File: config.mk
export PLATFORM = sky130hd
export DESIGN_NAME = press_classifier_flat
export DESIGN_NICKNAME = d
export VERILOG_FILES = /design/src/rtl/press_classifier_pkg.sv /design/src/rtl/press_classifier_if.sv /design/src/rtl/edge_detect.sv /design/src/rtl/press_classifier.sv /design/src/flat_wrapper.sv
export SDC_FILE = /design/constraint.sdc
export NUM_CORES = 1
export LEC_CHECK = 0
export BUFFER_PORTS_ARGS = -buffer_cell sky130_fd_sc_hd__buf_2
export CAP_MARGIN = 20
export CORE_MARGIN = 5
export CORE_UTILIZATION = 49
export DETAILED_ROUTE_END_ITERATION = 12
export PLACE_DENSITY = 0.65
export SLEW_MARGIN = 25
export SYNTH_ARGS = -nofsm -noshare
export SYNTH_HDL_FRONTEND = slang
export SYNTH_SLANG_ARGS = --single-unit
File: constraint.sdc
create_clock -name i_Clk -period 6.6 [get_ports i_Clk]
set_input_delay 0.33 -clock i_Clk [delete_from_list [all_inputs] [get_ports i_Clk]]
set_output_delay 0.33 -clock i_Clk [all_outputs]
set_load 0.05 [all_outputs]
File: src/rtl/press_classifier_pkg.sv
// Shared state encoding and default 25 MHz timing constants
// for the press classifier and other board timing blocks.
package press_classifier_pkg;

    typedef enum logic [2:0] {
        ST_IDLE      = 3'd0,
        ST_PRESS1    = 3'd1,
        ST_WAIT_GAP  = 3'd2,
        ST_PRESS2    = 3'd3,
        ST_LONG_HELD = 3'd4
    } state_t;

    localparam int CLK_HZ          = 25_000_000;
    localparam int LONG_CYCLES_DEF = 25_000_000;
    localparam int GAP_CYCLES_DEF  = 6_250_000;
    localparam int CNT_W_DEF       = 25;

endpackage

File: src/rtl/press_classifier_if.sv
// Switch-in / gesture-out bundle between the debounce stage
// and the LED / mode-select consumers.
interface press_classifier_if;

    logic i_Switch;
    logic o_Short_Pulse;
    logic o_Double_Pulse;
    logic o_Long_Pulse;
    logic o_Held;

    modport master (
        output i_Switch,
        input  o_Short_Pulse,
        input  o_Double_Pulse,
        input  o_Long_Pulse,
        input  o_Held
    );

    modport slave (
        input  i_Switch,
        output o_Short_Pulse,
        output o_Double_Pulse,
        output o_Long_Pulse,
        output o_Held
    );

endinterface

File: src/rtl/edge_detect.sv
// Registered previous value with programmable reset level;
// rise/fall strobes are valid in the cycle the new level is seen.
module edge_detect #(
    parameter logic RST_VAL = 1'b0
) (
    input  logic i_Clk,
    input  logic i_Rst_L,
    input  logic i_Sig,
    output logic o_Rise,
    output logic o_Fall
);

    logic r_Prev;

    always_ff @(posedge i_Clk or negedge i_Rst_L) begin
        if (!i_Rst_L) r_Prev <= RST_VAL;
        else          r_Prev <= i_Sig;
    end

    assign o_Rise = i_Sig & ~r_Prev;
    assign o_Fall = ~i_Sig & r_Prev;

endmodule

File: src/rtl/press_classifier.sv
// Classifies debounced switch gestures into short, double
// and long presses; one registered pulse per gesture.
module press_classifier
    import press_classifier_pkg::*;
#(
    parameter int LONG_CYCLES = LONG_CYCLES_DEF,
    parameter int GAP_CYCLES  = GAP_CYCLES_DEF,
    parameter int CNT_W       = CNT_W_DEF
) (
    input logic i_Clk,
    input logic i_Rst_L,
    press_classifier_if.slave bus
);

    localparam logic [CNT_W-1:0] LONG_MAX =
        CNT_W'(LONG_CYCLES - 1);
    localparam logic [CNT_W-1:0] GAP_MAX =
        CNT_W'(GAP_CYCLES - 1);

    state_t           r_State;
    logic [CNT_W-1:0] r_Cnt;
    logic             r_Short;
    logic             r_Double;
    logic             r_Long;
    logic             r_Held;
    logic             w_Rise;
    logic             w_Fall;

    // Reset level 1 so a switch held through reset is not a press.
    edge_detect #(.RST_VAL(1'b1)) u_edge (
        .i_Clk  (i_Clk),
        .i_Rst_L(i_Rst_L),
        .i_Sig  (bus.i_Switch),
        .o_Rise (w_Rise),
        .o_Fall (w_Fall)
    );

    // Inside PRESS*/LONG_HELD the switch was high last cycle, and
    // inside WAIT_GAP it was low, so the strobes equal the raw level.
    always_ff @(posedge i_Clk or negedge i_Rst_L) begin
        if (!i_Rst_L) begin
            r_State  <= ST_IDLE;
            r_Cnt    <= '0;
            r_Short  <= 1'b0;
            r_Double <= 1'b0;
            r_Long   <= 1'b0;
            r_Held   <= 1'b0;
        end else begin
            r_Short  <= 1'b0;
            r_Double <= 1'b0;
            r_Long   <= 1'b0;
            case (r_State)
                ST_IDLE: begin
                    r_Held <= 1'b0;
                    if (w_Rise) begin
                        r_State <= ST_PRESS1;
                        r_Cnt   <= '0;
                    end
                end
                ST_PRESS1: begin
                    if (w_Fall) begin
                        r_State <= ST_WAIT_GAP;
                        r_Cnt   <= '0;
                    end else if (r_Cnt == LONG_MAX) begin
                        r_State <= ST_LONG_HELD;
                        r_Long  <= 1'b1;
                        r_Held  <= 1'b1;
                    end else begin
                        r_Cnt <= r_Cnt + 1'b1;
                    end
                end
                ST_WAIT_GAP: begin
                    if (w_Rise) begin
                        r_State <= ST_PRESS2;
                    end else if (r_Cnt == GAP_MAX) begin
                        r_State <= ST_IDLE;
                        r_Short <= 1'b1;
                    end else begin
                        r_Cnt <= r_Cnt + 1'b1;
                    end
                end
                ST_PRESS2: begin
                    if (w_Fall) begin
                        r_State  <= ST_IDLE;
                        r_Double <= 1'b1;
                    end
                end
                ST_LONG_HELD: begin
                    if (w_Fall) begin
                        r_State <= ST_IDLE;
                        r_Held  <= 1'b0;
                    end
                end
                default: begin
                    r_State <= ST_IDLE;
                    r_Held  <= 1'b0;
                end
            endcase
        end
    end

    assign bus.o_Short_Pulse  = r_Short;
    assign bus.o_Double_Pulse = r_Double;
    assign bus.o_Long_Pulse   = r_Long;
    assign bus.o_Held         = r_Held;

endmodule
File: src/flat_wrapper.sv
// flat-port wrapper written by rule: the top's interface ports become plain ports
module press_classifier_flat import press_classifier_pkg::*;
#(
    parameter int LONG_CYCLES = LONG_CYCLES_DEF,
    parameter int GAP_CYCLES  = GAP_CYCLES_DEF,
    parameter int CNT_W       = CNT_W_DEF
)
  (i_Clk, i_Rst_L, bus_i_Switch, bus_o_Short_Pulse, bus_o_Double_Pulse, bus_o_Long_Pulse, bus_o_Held);
  press_classifier_if bus_i ();
  input logic i_Clk;
  input logic i_Rst_L;
  input wire logic [$bits(bus_i.i_Switch)-1:0] bus_i_Switch;
  output wire logic [$bits(bus_i.o_Short_Pulse)-1:0] bus_o_Short_Pulse;
  output wire logic [$bits(bus_i.o_Double_Pulse)-1:0] bus_o_Double_Pulse;
  output wire logic [$bits(bus_i.o_Long_Pulse)-1:0] bus_o_Long_Pulse;
  output wire logic [$bits(bus_i.o_Held)-1:0] bus_o_Held;
  assign bus_i.i_Switch = bus_i_Switch;
  assign bus_o_Short_Pulse = bus_i.o_Short_Pulse;
  assign bus_o_Double_Pulse = bus_i.o_Double_Pulse;
  assign bus_o_Long_Pulse = bus_i.o_Long_Pulse;
  assign bus_o_Held = bus_i.o_Held;
  press_classifier #(.LONG_CYCLES(LONG_CYCLES), .GAP_CYCLES(GAP_CYCLES), .CNT_W(CNT_W)) u_core (.i_Clk(i_Clk), .i_Rst_L(i_Rst_L), .bus(bus_i));
endmodule
==> metrics.txt, run 1 <==
drt via density=between 6 and 7; Post-CTS Resized=0; P_sw=~260 uW; Slew HR=roughly two fifths; Max Slew Vio Count=0; Seq cells post-synth=33; synth top area cells=dfrtp_1 42%, o21ai_0 7.1%, o31ai_1 5.9%; crit path DAT=about 3.1 ns; Fin. Hold Viols=0; worst-margin pin slew=0.879 ns; Gate power share=37.3%; Synth Area in Adders=less than 1%; Min Clock Period, post-route=2.91 ns; final period utilization=between 40% and 50%; Max Cap Viol=0; Worst-Skew Late Latency=about 0.29 ns; Clock Power Share=roughly 26%; CTS root buf=clkbuf_8; setup TNS=0 ns; # port buffers=6; multi-input logic area=approximately 1000 um^2; first-pass GRT wire length=7670 um; cell area after layout=about 0.0020 mm^2; status=finished, final reports clean; Post-synth EDFFs=0; Sw Ratio=about 40%; Die H=roughly 72 um; fmax=approximately 340 MHz; diode count=0; clock sink count=33; drt wl/cell=~17 um; leakage power=about 0.8 nW; Tot Pwr=around 650 uW; hpwl dp=roughly 3000 um; worst-path maximum fanout=27; Simple-Gate Fraction of Synth Area=27.9%; met3 Usage GRT=about 5.0%; Synth Area in Compound Gates=23.0%; DRC=0; RSZ-0062 raised after global routing=false; Via Count=1703; I/O pins=7; met1 Use GR=roughly a quarter; total die area=about 0.0052 mm^2; DRT iter0 DRCs=169; ANT nets after route=0; GR Util met2=~28%; final setup vio count=0; critical path class=register to register; Pre-antenna DRT Iters=4; H-tree levels=2; Warnings, synthesis=0; Mean Syn Cell Area=8.87 um^2; area leader, netlist=dfrtp_1; Register Area=827 um^2; post-layout net count=between 200 and 250; register area share after synthesis=roughly 43%; top cell type's share of synthesized area=a little over two fifths; layer with the highest usage=met2; Core Area=between 0.003 and 0.004 mm^2; WP data required=between 6 and 7 ns; row count=22; filler cell count=~370; mux cell area share after synthesis=0%; GRT Residual Overflow=0; sequential share of power=36.9%; XOR/XNOR Fraction of Synth Area=0%; Worst VDD drop=roughly 0.00014 V; Area Overhead vs Synth=5.70%; layout cells sized above 1=8.29%; cts-stage hold buffer count=0; Pint=around 390 uW; Synth Flop Type=dfrtp_1; CTS tree=done; Mapped Area=~0.0019 mm^2; Setup crit start kind=register; post-synthesis net count=between 200 and 250; Clock Tree Buf Depth=2; Setup Buffers After CTS=0; Total Routing Usage GR=18.2%; fraction of registers with async set/reset=100%; PwrDens=between 300 and 400 mW/mm^2; largest net degree at the start of global routing=34; Post-Place Cell Area=roughly 0.0019 mm^2; initial antenna violation count=0; Post-Route Skew=~0.006 ns; DIE WIDTH=slightly above 70 um; largest family of logic cells by synthesized area=simple AND/OR/NAND/NOR gates; class of the worst hold path=primary input to async pin; CP endpoint kind=register; Netlist cell types=37; CTS buffer count=5; Mapped Cells=215; Reg clk slew, reported paths=0.07 ns; r2r setup slk=roughly 3.7 ns; Starting Density=between 50% and 60%; GPL Wtd Cong=between 0.7 and 0.8; Detailed Route WL=4380 um; vias in the first global route=between 1500 and 2000
power by group through the flow:
stage	Clock, mW	Sequential (mW)	Combinational (mW)
2_1_floorplan	0	0.236	0.223
3_3_place_gp	0	0.240	0.227
3_5_place_dp	0	0.242	0.240
4_1_cts	0.172	0.238	0.241
5_1_grt	0.180	0.241	0.278
6_report	0.167	0.239	0.242
state kept, by name, summed over array words and instances, names as in the netlist:
| name | count |
|---|---|
| u_core.bus.o_Double_Pulse | 1 |
| u_core.bus.o_Held | 1 |
| u_core.bus.o_Long_Pulse | 1 |
| u_core.bus.o_Short_Pulse | 1 |
| u_core.r_Cnt | 25 |
| u_core.r_State | 3 |
| u_core.u_edge.r_Prev | 1 |
critical path, stage by stage (launching register included):
cell	delay, ns
dfrtp_1	0.43
or4b_1	0.56
or4b_1	0.53
or4_1	0.72
nand3_4	0.29
o21ai_0	0.16
o31ai_1	0.11
logic make-up after synthesis:
logic type,count (synthesis)
AO/OA/AOI/OAI,73
adder cells (fa/ha/maj),1
buffers and inverters,16
flip-flops,33
AND/OR/NAND/NOR,92
layout by cell type (no fill, tap or decap), types with 3 or more instances in the layout:
cell type,netlist,layout
nor2b_1,5,5
a21oi_1,8,8
buf_2,0,6
clkbuf_8,0,7
o31ai_1,15,15
nor2_1,14,14
nand2b_1,3,3
o21ai_0,27,27
o21ai_1,7,7
a31oi_1,8,8
nor3_1,4,4
nor4_1,5,5
and4_1,3,3
and3_1,5,5
inv_1,4,4
nand3_1,14,14
dfrtp_1,32,32
nand4_1,9,9
nand2_1,17,17
Yosys cell counts, types with 3 or more instances:
master / n
nor2_1: 14
a21oi_1: 8
nor2b_1: 5
o21ai_1: 7
nand4_1: 9
o21ai_0: 27
and3_1: 5
nand2_1: 17
inv_1: 4
nor3_1: 4
and4_1: 3
clkbuf_1: 6
a31oi_1: 8
nand2b_1: 3
nand3_1: 14
nor4_1: 5
o31ai_1: 15
dfrtp_1: 32
per-layer routing:
| layer | routed length (um) | share of wire, % |
|---|---|---|
| met1 | 2060 | 47 |
| met2 | 2070 | 47 |
| met3 | 225 | 5.1 |
| met4 | 35 | 0.80 |
| met5 | 0 | 0 |
area by class of cell:
class                           instances  area share [%]
Multi-Input combinational cell        166            48.8
Clock buffer                            7            4.78
Inverter                                4           0.744
Tap cell                               48            2.98
Timing Repair Buffer                    6            1.49
Clock inverter                          1           0.248
Sequential cell                        33            41.0
final timing paths:
kind / endpoint / from / cells after the start
worst max-delay path: u_core.r_Cnt[8]$_DFFE_PN0P_ / u_core.r_Cnt[8]$_DFFE_PN0P_ / 6
worst max register to register: u_core.r_Cnt[8]$_DFFE_PN0P_ / u_core.r_Cnt[8]$_DFFE_PN0P_ / 6
worst min register to register: u_core.r_Cnt[19]$_DFFE_PN0P_ / u_core.r_Cnt[19]$_DFFE_PN0P_ / 1
worst min-delay path: u_core.bus.o_Short_Pulse$_DFF_PN0_ / i_Rst_L / 1
max in group asynchronous: u_core.r_State[0]$_DFFE_PN0P_ / i_Rst_L / 1
min in group i_Clk: u_core.u_edge.r_Prev$_DFF_PN1_ / bus_i_Switch / 1
per-stage QoR:
step                setup slack [ns]  instances  utilization [%]  hold WS [ns]
global route                    3.53        265             54.3         0.173
floorplan                       4.01        215                -        0.0344
detailed placement              3.71        257             51.5         0.431
CTS                             3.70        265             54.3         0.123
global placement                3.83        257             51.5         0.413
finish                          3.69        265             54.3        0.0950
Note: power is estimated with default switching activity, not from simulation.
==> inputs of run 2 (changes only) <==
Clock period 6.6 ns to 2.8 ns, I/O delays scaled along.
==> run 2 against run 1 <==
  * Routed wire length increased by 6.0%
  * Cell count increased by 4.2%
  * Clock power increased by 120%
  * Hold slack improved by 0.36 ns
==> metrics.txt, run 2 (same netlist as run 1, synthesis figures left out) <==
Clock Tree Buf Depth=2 (unchanged); PwrDens=729 mW/mm^2 (+130%); Max Cap Viol=0 (unchanged); drt via density=6.51 (+1.3%); DP Worst Slack=0.00866 ns (-3.70 ns); Pre-antenna DRT Iters=4 (unchanged); Setup Buffers After CTS=0 (unchanged); drt wl/cell=16.8 um (+1.8%); fin util=56.8% (+2.5 points); Worst-Skew Late Latency=0.29 ns (about the same); Largest Register=u_core.r_Cnt; Starting Density=51.3% (unchanged); fmax=395 MHz (+15%); Setup crit start kind=register; leakage power=0.876 nW (+6.3%); status=finished, final reports clean; Final Non-Filler Cells=276 (+4.2%); Max Slew Vio Count=0 (unchanged); setup TNS=0 ns (unchanged); initial antenna violation count=0 (unchanged); worst-path maximum fanout=8 (-70%); WP data required=2.99 ns (-3.78 ns); Core Area=0.00372 mm^2 (unchanged); minimum hold slack=0.455 ns (+0.360 ns); DRC=0 (unchanged); Slew HR=44.1% (+3.2 points); CP endpoint kind=register; Die H=72.4 um (unchanged); final setup vio count=0 (unchanged); diode count=0 (unchanged); max reg flops=25 (unchanged); Placed Instances=264 (+2.7%); Min Clock Period, post-route=2.53 ns (-0.378 ns); first-pass GRT wire length=7790 um (+1.6%); Fin. Hold Viols=0 (unchanged); Worst VDD drop=0.000359 V (+160%); critical path class=register to register; Post-Route Skew=0.00548 ns (-0.000517 ns); DRT iter0 DRCs=211 (+25%); top flop regs=u_core.r_Cnt x25, u_core.r_State x3; # port buffers=6 (unchanged); RSZ-0062 raised after global routing=false; CTS tree=done; Area Overhead vs Synth=10.6%; GPL Wtd Cong=0.795 (+5.6%); final period utilization=90.5% (+46 points); hpwl dp=2980 um (about the same); class of the worst hold path=primary input to async pin; worst-margin pin slew=0.831 ns (-0.0476 ns); clock sink count=33 (unchanged); CTS buffer count=5 (unchanged); Via Count=1797 (+5.5%); setup slack after layout=0.266 ns (-3.42 ns); Reg clk slew, reported paths=0.07 ns (about the same); post-layout net count=231 (+5.0%); row count=22 (unchanged); layout cells sized above 1=11.4% (+3.1 points); vias in the first global route=1595 (-1.5%); DIE WIDTH=72.4 um (unchanged); most frequent cells in the layout=32 x dfrtp_1, 27 x o21ai_0, 17 x nand2_1; ANT nets after route=0 (unchanged); H-tree levels=2 (unchanged); GRT Residual Overflow=0 (unchanged); largest net degree at the start of global routing=34 (unchanged); Detailed Route WL=4650 um (+6.0%); CTS root buf=clkbuf_8; crit path DAT=2.73 ns (-0.35 ns); total die area=0.00524 mm^2 (unchanged); most common cell after layout, fill and taps aside=dfrtp_1; I/O pins=7 (unchanged); Total Routing Usage GR=18.9% (+0.69 points)
==> run 2: cell count changes in the layout (fill, tap and decap cells not counted) <==
cell,before,now
buf_4,0,7
clkbuf_1,0,2
clkbuf_8,7,6
clkinv_2,1,0
dlygate4sd3_1,0,2
nand3_2,0,1
nand3_4,2,3
or4_1,2,1
or4_4,0,1
==> run 2: path summary, 6_finish.rpt <==
kind                                                   start                            end  slack [ns]  depth (start not counted)
worst min-delay path                                 i_Rst_L  u_core.r_State[1]$_DFFE_PN0P_        0.46                          2
worst min register to register  u_core.r_Cnt[19]$_DFFE_PN0P_   u_core.r_Cnt[19]$_DFFE_PN0P_        0.49                          1
worst max register to register   u_core.r_Cnt[8]$_DFFE_PN0P_   u_core.r_Cnt[17]$_DFFE_PN0P_        0.27                          6
worst max-delay path             u_core.r_Cnt[8]$_DFFE_PN0P_   u_core.r_Cnt[17]$_DFFE_PN0P_        0.27                          6
min in group i_Clk              u_core.r_Cnt[19]$_DFFE_PN0P_   u_core.r_Cnt[19]$_DFFE_PN0P_        0.49                          1
max in group asynchronous                            i_Rst_L   u_core.r_Cnt[23]$_DFFE_PN0P_        1.87                          2
==> run 2: per-stage QoR <==
stage	total power, mW	area (um^2)
final	1.54	2110
after global routing	1.65	2110
after CTS	1.52	2090
after detailed placement	1.13	1970
after global placement	1.11	1970
after floorplan	1.08	1910
==> run 2: critical path, stage by stage (launching register included) <==
cell     delay (ns)
dfrtp_1        0.38
or4b_1         0.54
or4b_1         0.55
or4_4          0.54
nand3_2        0.21
o21ai_0        0.14
o31ai_1        0.08
==> run 2: where the power goes <==
part	leakage (nW)	switching (mW)	internal, mW
Sequential	0.449	0.0506	0.513
Combinational	0.382	0.425	0.181
Clock	0.0455	0.168	0.200
Total	0.876	0.644	0.895
==> run 2: routing by layer <==
layer / vias to the layer above / global-route usage, % / wire length, um
met4: 0 / 6.97 / 60
met3: 7 / 4.29 / 249
li1: 851 / - / -
met5: - / 0 / 0
met1: 889 / 25.8 / 2220
met2: 50 / 29.3 / 2110
==> run 2: cell type report <==
type / instances / area (um^2)
clock buffers: 8 / 90.1
inverters: 4 / 15.0
well taps: 48 / 60.1
flip-flops and latches: 33 / 827
multi-input cells: 168 / 1010
repair buffers: 15 / 103
fillers: 358 / 1610
==> run 2: what timing repair did <==
action,4_1_cts,5_1_grt
hold endpoints to repair,33,0
gates cloned,1,1
pin swaps,1,1
gates resized for setup,1,1
endpoints found under the setup margin,2,16
hold buffers,2,0
